**config.mk**
```make
export PLATFORM = sky130hd
export DESIGN_NAME = imm_decode_stage
export DESIGN_NICKNAME = d
export VERILOG_FILES = /design/src/rtl/imm_decode_stage.sv
export SDC_FILE = /design/constraint.sdc
export NUM_CORES = 1
export LEC_CHECK = 0
export ABC_AREA = 0
export CAP_MARGIN = 20
export CORE_UTILIZATION = 35
export DETAILED_ROUTE_END_ITERATION = 12
export SYNTH_ARGS = -nofsm -noshare
export SYNTH_HDL_FRONTEND = slang
export SYNTH_SLANG_ARGS = --single-unit
```
**constraint.sdc**
```tcl
create_clock -name clk -period 2.5 [get_ports clk]
set_input_delay 0.625 -clock clk [delete_from_list [all_inputs] [get_ports clk]]
set_output_delay 0.625 -clock clk [all_outputs]
set_load 0.01 [all_outputs]
```
**src/rtl/imm_decode_stage.sv**
```systemverilog
// rtl/imm_decode_stage.sv - registered immediate generator with two-entry skid buffer
`timescale 1ns/1ps

module imm_decode_stage #(
  parameter int XLEN     = 32,
  parameter bit AUTO_SEL = 1'b1
) (
  input  logic            clk,
  input  logic            rst_n,
  input  logic            flush,
  input  logic            in_valid,
  output logic            in_ready,
  input  logic [31:0]     in_inst,
  input  logic [XLEN-1:0] in_pc,
  input  logic [2:0]      in_sel,
  output logic            out_valid,
  input  logic            out_ready,
  output logic [31:0]     out_inst,
  output logic [XLEN-1:0] out_pc,
  output logic [XLEN-1:0] out_imm,
  output logic [2:0]      out_sel,
  output logic            out_illegal
);

  localparam logic [2:0] SEL_NONE = 3'b000;
  localparam logic [2:0] SEL_I    = 3'b001;
  localparam logic [2:0] SEL_Z    = 3'b010;
  localparam logic [2:0] SEL_S    = 3'b011;
  localparam logic [2:0] SEL_B    = 3'b100;
  localparam logic [2:0] SEL_U    = 3'b101;
  localparam logic [2:0] SEL_J    = 3'b110;
  localparam logic [2:0] SEL_SH   = 3'b111;

  logic [2:0]      w_funct3;
  logic [2:0]      w_auto_sel;
  logic            w_auto_ill;
  logic            w_auto_sh5;
  logic [2:0]      w_sel;
  logic            w_ill;
  logic            w_sh5;
  logic [XLEN-1:0] w_imm;

  assign w_funct3 = in_inst[14:12];

  // Format derivation from the opcode; w_auto_sh5 picks the 5-bit shamt field.
  always_comb begin
    w_auto_sel = SEL_NONE;
    w_auto_ill = 1'b0;
    w_auto_sh5 = (XLEN == 32);
    if (in_inst[1:0] != 2'b11) begin
      w_auto_ill = 1'b1;
    end else begin
      case (in_inst[6:0])
        7'b0010011: w_auto_sel = (w_funct3[1:0] == 2'b01) ? SEL_SH : SEL_I;
        7'b0000011,
        7'b1100111: w_auto_sel = SEL_I;
        7'b0100011: w_auto_sel = SEL_S;
        7'b1100011: w_auto_sel = SEL_B;
        7'b0110111,
        7'b0010111: w_auto_sel = SEL_U;
        7'b1101111: w_auto_sel = SEL_J;
        7'b1110011: begin
          if (w_funct3[2]) begin
            w_auto_sel = SEL_Z;
          end else if (w_funct3[1:0] != 2'b00) begin
            w_auto_sel = SEL_I;
          end else begin
            w_auto_sel = SEL_NONE;
          end
        end
        7'b0110011,
        7'b0001111: w_auto_sel = SEL_NONE;
        7'b0011011: begin
          if (XLEN == 64) begin
            w_auto_sel = (w_funct3[1:0] == 2'b01) ? SEL_SH : SEL_I;
            w_auto_sh5 = 1'b1;
          end else begin
            w_auto_ill = 1'b1;
          end
        end
        7'b0111011: begin
          if (XLEN != 64) begin
            w_auto_ill = 1'b1;
          end
        end
        default: w_auto_ill = 1'b1;
      endcase
    end
  end

  assign w_sel = AUTO_SEL ? w_auto_sel : in_sel;
  assign w_ill = AUTO_SEL ? w_auto_ill : 1'b0;
  assign w_sh5 = AUTO_SEL ? w_auto_sh5 : (XLEN == 32);

  always_comb begin
    w_imm = '0;
    case (w_sel)
      SEL_I:  w_imm = XLEN'($signed(in_inst[31:20]));
      SEL_Z:  w_imm = XLEN'(in_inst[19:15]);
      SEL_S:  w_imm = XLEN'($signed({in_inst[31:25], in_inst[11:7]}));
      SEL_B:  w_imm = XLEN'($signed({in_inst[31], in_inst[7], in_inst[30:25],
                                     in_inst[11:8], 1'b0}));
      SEL_U:  w_imm = XLEN'($signed({in_inst[31:12], 12'h000}));
      SEL_J:  w_imm = XLEN'($signed({in_inst[31], in_inst[19:12], in_inst[20],
                                     in_inst[30:21], 1'b0}));
      SEL_SH: w_imm = w_sh5 ? XLEN'(in_inst[24:20]) : XLEN'(in_inst[25:20]);
      default: w_imm = '0;
    endcase
  end

  logic            r_out_valid;
  logic [31:0]     r_out_inst;
  logic [XLEN-1:0] r_out_pc;
  logic [XLEN-1:0] r_out_imm;
  logic [2:0]      r_out_sel;
  logic            r_out_ill;
  logic            r_skid_valid;
  logic [31:0]     r_skid_inst;
  logic [XLEN-1:0] r_skid_pc;
  logic [XLEN-1:0] r_skid_imm;
  logic [2:0]      r_skid_sel;
  logic            r_skid_ill;
  logic            r_in_ready;

  logic w_accept;
  logic w_out_free;
  logic w_out_from_skid;
  logic w_out_from_in;
  logic w_skid_load;
  logic w_out_valid_nxt;
  logic w_skid_valid_nxt;

  // in_ready is its own register so out_ready never reaches it combinationally.
  always_comb begin
    w_accept         = in_valid & r_in_ready & ~flush;
    w_out_free       = ~r_out_valid | out_ready;
    w_out_from_skid  = ~flush & w_out_free & r_skid_valid;
    w_out_from_in    = ~flush & w_out_free & ~r_skid_valid & w_accept;
    w_skid_load      = ~flush & ~w_out_free & w_accept;
    w_out_valid_nxt  = 1'b0;
    w_skid_valid_nxt = 1'b0;
    if (!flush) begin
      if (w_out_free) begin
        w_out_valid_nxt  = r_skid_valid | w_accept;
        w_skid_valid_nxt = 1'b0;
      end else begin
        w_out_valid_nxt  = 1'b1;
        w_skid_valid_nxt = r_skid_valid | w_accept;
      end
    end
  end

  always_ff @(posedge clk or negedge rst_n) begin
    if (!rst_n) begin
      r_out_valid  <= 1'b0;
      r_skid_valid <= 1'b0;
      r_in_ready   <= 1'b1;
    end else begin
      r_out_valid  <= w_out_valid_nxt;
      r_skid_valid <= w_skid_valid_nxt;
      r_in_ready   <= ~w_skid_valid_nxt;
    end
  end

  always_ff @(posedge clk or negedge rst_n) begin
    if (!rst_n) begin
      r_out_inst <= '0;
      r_out_pc   <= '0;
      r_out_imm  <= '0;
      r_out_sel  <= '0;
      r_out_ill  <= 1'b0;
    end else if (w_out_from_skid) begin
      r_out_inst <= r_skid_inst;
      r_out_pc   <= r_skid_pc;
      r_out_imm  <= r_skid_imm;
      r_out_sel  <= r_skid_sel;
      r_out_ill  <= r_skid_ill;
    end else if (w_out_from_in) begin
      r_out_inst <= in_inst;
      r_out_pc   <= in_pc;
      r_out_imm  <= w_imm;
      r_out_sel  <= w_sel;
      r_out_ill  <= w_ill;
    end
  end

  always_ff @(posedge clk or negedge rst_n) begin
    if (!rst_n) begin
      r_skid_inst <= '0;
      r_skid_pc   <= '0;
      r_skid_imm  <= '0;
      r_skid_sel  <= '0;
      r_skid_ill  <= 1'b0;
    end else if (w_skid_load) begin
      r_skid_inst <= in_inst;
      r_skid_pc   <= in_pc;
      r_skid_imm  <= w_imm;
      r_skid_sel  <= w_sel;
      r_skid_ill  <= w_ill;
    end
  end

  assign in_ready    = r_in_ready;
  assign out_valid   = r_out_valid;
  assign out_inst    = r_out_inst;
  assign out_pc      = r_out_pc;
  assign out_imm     = r_out_imm;
  assign out_sel     = r_out_sel;
  assign out_illegal = r_out_ill;

endmodule

```
---- Word-level counts from Yosys, hierarchy flattened ----
Cells that the tools add are included.
cells by class
  mux-type cells .......................... 22
  equality and inequality tests ........... 20
  bitwise gates (word level) .............. 15
  reduce and logical (&&, ||, !) cells .... 5
operator list
  kind                                           count
  case mux 32 bit (7 select lines)               1
  two-way mux 32 bit                             6
  == test 7 bit, second input constant           4
  == test 7 x 6 -> 1 bit, second input constant  3
  case mux 3 bit (7 select lines)                1
  == test 7 x 5 -> 1 bit, second input constant  2
  == test 3 bit, second input constant           4
  two-way mux 3 bit                              4
  OR reduction 11 bit                            1
  two-way mux 1 bit                              9
  bitwise AND 1 bit                              8
  == test 7 x 2 -> 1 bit, second input constant  1
  == test 7 x 4 -> 1 bit, second input constant  1
  == test 3 x 2 -> 1 bit, second input constant  2
  NOT 1 bit                                      5
  nonzero test 2 bit                             2
  OR reduction 2 bit                             2
  == test 3 x 1 -> 1 bit, second input constant  1
  == test 2 x 1 -> 1 bit, second input constant  1
  two-way mux 2 bit                              1
  inequality test 2 bit, second input constant   1
  bitwise OR 1 bit                               2
word-level totals
  register bits after elaboration ......... 203
  output and inout port bits .............. 102

---- Depth between registers and ports, before layout ----
  depth after elaboration ................. 9
  depth in mapped cells ................... 8
  depth with buffers taken out ............ 6

---- Worst setup path after synthesis ----
OpenSTA, ideal clock, no wires.
  path kind ............................... input port to flip-flop
  start ................................... input port in_valid
  end ..................................... register r_out_imm[11], in the netlist out_imm[11]
  stages .................................. 6
  path buffers ............................ 2
  arrival time ............................ 2044 ps
  library setup time ...................... 141 ps
  required time ........................... 2359 ps
  setup slack ............................. 315 ps
  cells stage by stage .................... a21oi_1 > or3_1 > clkbuf_1 > nor2_1 > clkbuf_1 > a31oi_1
between the ends
  word-level cells in the longest chain between the ends .. 4
ends and longest elaborated chain
  element                              line  RTL
  start: declaration                   11    input logic in_valid,
  bitwise AND 1 bit (2 in a row)       135   w_accept = in_valid & r_in_ready & ~flush;
  bitwise AND 1 bit                    138   w_out_from_in = ~flush & w_out_free & ~r_skid_valid & w_accept;
  nonzero test 2 bit (no source line)  -
  end signal: assignment               175   r_out_imm <= r_skid_imm;
  end signal: assignment               181   r_out_imm <= w_imm;
  end: declaration                     114   logic [XLEN-1:0] r_out_imm;
No other way between the ends.
A chain may end at the register's enable or synchronous reset.

---- Worst setup path after layout ----
  start ................................... input port in_inst[6]
  end ..................................... register r_skid_imm[4]
between the ends
  word-level cells in the longest chain between the ends .. 6
  elaborated cells on any way between the ends .. 21
ends and longest elaborated chain
  element                                         line  RTL
  start: declaration                              13    input logic [31:0] in_inst,
  == test 7 x 6 -> 1 bit (tied with other cells)  53    case (in_inst[6:0])
  OR reduction 2 bit (on tied branches)           -
  case mux 3 bit (7 select lines) *               53
  two-way mux 3 bit *                             50    if (in_inst[1:0] != 2'b11) begin
  == test 3 bit (tied with other cells)           97    case (w_sel)
  case mux 32 bit (7 select lines) *              97
  end signal: assignment                          197   r_skid_imm <= w_imm;
  end: declaration                                120   logic [XLEN-1:0] r_skid_imm;
Mark *: on every way between the ends. The rest lies on a longest branch, timed or not.

==> results.ini <==
[status]
outcome=finished clean

[logic_synthesis]
ys_ff_latch=203
syn_nets=1086
synth_area_sq_um=8900
synth_area_per_cell_sq_um=8.78
yosysUniqueCellTypes=49
yosysSeqAreaShare_pct=57.1
yosysWarningCount=0
syn_inst=1014

[global_routing]
grt_pass1_vias=7657
antenna_found_initial=0
track_usage_pct=19.8
grt_max_degree=65
grt_overflow=0
grt_pass1_wl_um=41400

[die]
dieWidth_um=161
dieHeight_um=161
row_count=57
floorplan.die_area_sq_um=26100
io_pins=174
core-area_sq_um=24600
start_util_pct=36.2

[placement]
gp_congestion=0.816
io_buffers=170
post-place-ws_ps=-453
dp_hpwl_um=17000

[cts]
clock-root-buffer=clkbuf_16
clkSinkCount=203
cts_max_level=1
cts.hold.buffers_added=0
cts_buffers=24
cts_tree=built
cts_buffer_depth=3
clk_pin_slew_ps=60
clock_latency_ps=510

[drt]
initialDrtViolationCount=489
wirelength_um=25300
vias=7821
drcViolationCount=0
routedWlPerCell_um=16.2
ant_nets=0
drt_first_pass_iters=5
routed_via_density=5.01

[timing]
skew_ps=9.83
hold_viol=0
finalHoldWorstSlack_ps=67.9
worstMarginPinSlew_ps=483
fmax_mhz=425
rsz0062_at_grt=no
setup_ws_ps=145
period_minus_slack_ps=2350
setup_viol=0
drv_slew=0
min_period_over_period_pct=94.2
slew_headroom_pct=67.8

[setup_path]
reg2reg_from=in_ready
crit_path_top_delay_cell=clkdlybuf4s50_1
crit_buf_inv=4
cp.arrival_ps=2730
path_max_fanout=8
startpoint=in_inst[6]
path_cells=clkdlybuf4s50_1, buf_4, nor2b_1, buf_4, and3_1, o21ai_0, a2bb2oi_1, buf_4, o21ai_0, a31oi_1
endpoint_kind=flip-flop
crit_family=buffers and inverters
crit_path_start_kind=input port
path_common_cell=buf_4
max_stage_delay_ps=620
critical_path_required_ps=2880
crit_type=in2reg

[power]
ir_worst_vdd_uv=462
p_leak_nw=5.48
power_density_nw_per_um2=777

[finish]
final_common_cell=nand2_1
layout_common_cells=nand2_1, dfrtp_1, clkdlybuf4s50_1
drive_gt1_share_pct=12.0
final_nets=1291
insertedDiodeCount=0
areaGrowthSynthToFinish_pct=38.5

[flow_run]
cap_violations=0

[worst_hold_path]
hp-class=in2async

-- cells by family (layout without fill, tap and decap cells) --
family,after synthesis,in the layout,share of synthesized area [%]
AND/OR/NAND/NOR,543,543,24.8
flip-flops,203,203,57.1
AO/OA/AOI/OAI,195,195,14.8
buffers and inverters,73,296,3.26
-- what timing repair did --
action / 4_1_cts / 5_1_grt
setup buffers: 0 / 0
resized for setup: 0 / 2
endpoints found under the setup margin: 0 / 1
-- cells in the mapped netlist, drive strengths merged --
master | instances | area [sq um]
nand2 | 356 | 1340
dfrtp | 202 | 5050
nor2 | 119 | 447
a31oi | 90 | 563
clkbuf | 61 | 229
o21ai | 30 | 154
a21oi | 29 | 156
or3 | 16 | 100
a211oi | 15 | 163
nor3 | 14 | 70.1
nand3 | 10 | 50.1
buf | 8 | 46.3
a22oi | 7 | 52.6
a22o | 6 | 52.6
nand2b | 6 | 37.5
nor2b | 6 | 37.5
or2 | 6 | 37.5
a21o | 4 | 30.0
inv | 4 | 15.0
and3 | 3 | 18.8
a211o | 2 | 17.5
and2 | 2 | 12.5
nor4 | 2 | 27.5
a21boi | 1 | 7.51
a2bb2oi | 1 | 8.76
a311oi | 1 | 15.0
dfstp | 1 | 26.3
nand3b | 1 | 20.0
nand4 | 1 | 6.26
nor3b | 1 | 7.51
o211a | 1 | 10.0
o211ai | 1 | 7.51
o21a | 1 | 7.51
o21bai | 1 | 18.8
o22ai | 1 | 6.26
o311ai | 1 | 8.76
o31ai | 1 | 21.3
o32ai | 1 | 8.76
o41ai | 1 | 8.76
-- registers in the layout, summed over array words and instances (netlist names), 3 cells and up --
register,cells
out_imm,32
out_inst,32
out_pc,32
out_sel,3
r_skid_imm,32
r_skid_inst,32
r_skid_pc,32
r_skid_sel,3
-- path summary, 6_finish.rpt --
| kind | end | slack, ps | cells past startpoint |
|---|---|---|---|
| min in group clk | r_skid_pc[9] | 470 | 2 |
| max reg2reg | out_imm[22] | 500 | 7 |
| min | out_pc[25] | 70 | 1 |
| min reg2reg | r_skid_pc[9] | 470 | 2 |
| max | r_skid_imm[4] | 150 | 10 |
| max in group asynchronous | in_ready | 1670 | 2 |
-- final cells by class --
cell class                 instances  area, sq um
timing repair buffer             248         2440
fill                            2291        12300
multi-input combinational        738         3580
inverter                           4         15.0
tap                              324          405
clock buffer                      39          748
clock inverter                     5         56.3
sequential                       203         5080
-- layer usage --
| metal | wire length [um] | GRT usage [%] | share of wire (%) |
|---|---|---|---|
| met4 | 744 | 6.43 | 2.9 |
| met2 | 11700 | 31.6 | 46 |
| met3 | 1440 | 3.34 | 5.7 |
| met5 | 0 | 0 | 0 |
| met1 | 11400 | 27.2 | 45 |
-- metrics by stage --
step / std cells / utilization [%] / setup TNS (ps) / total power, mW / instance area [sq um]
floorplan: 1014 / - / 0 / 5.06 / 8900
global placement: 1517 / 46.8 / -17720 / 6.10 / 11500
detailed placement: 1517 / 46.8 / -20090 / 6.14 / 11500
CTS: 1561 / 50.0 / 0 / 9.70 / 12300
global route: 1561 / 50.1 / 0 / 10.1 / 12300
finish: 1561 / 50.1 / 0 / 9.58 / 12300
-- power by group --
part | internal [mW] | switching, mW
registers | 3.91 | 0.335
logic | 0.971 | 0.864
clock network | 2.15 | 1.36
total | 7.02 | 2.56
Note: power is estimated with default switching activity, not from simulation.
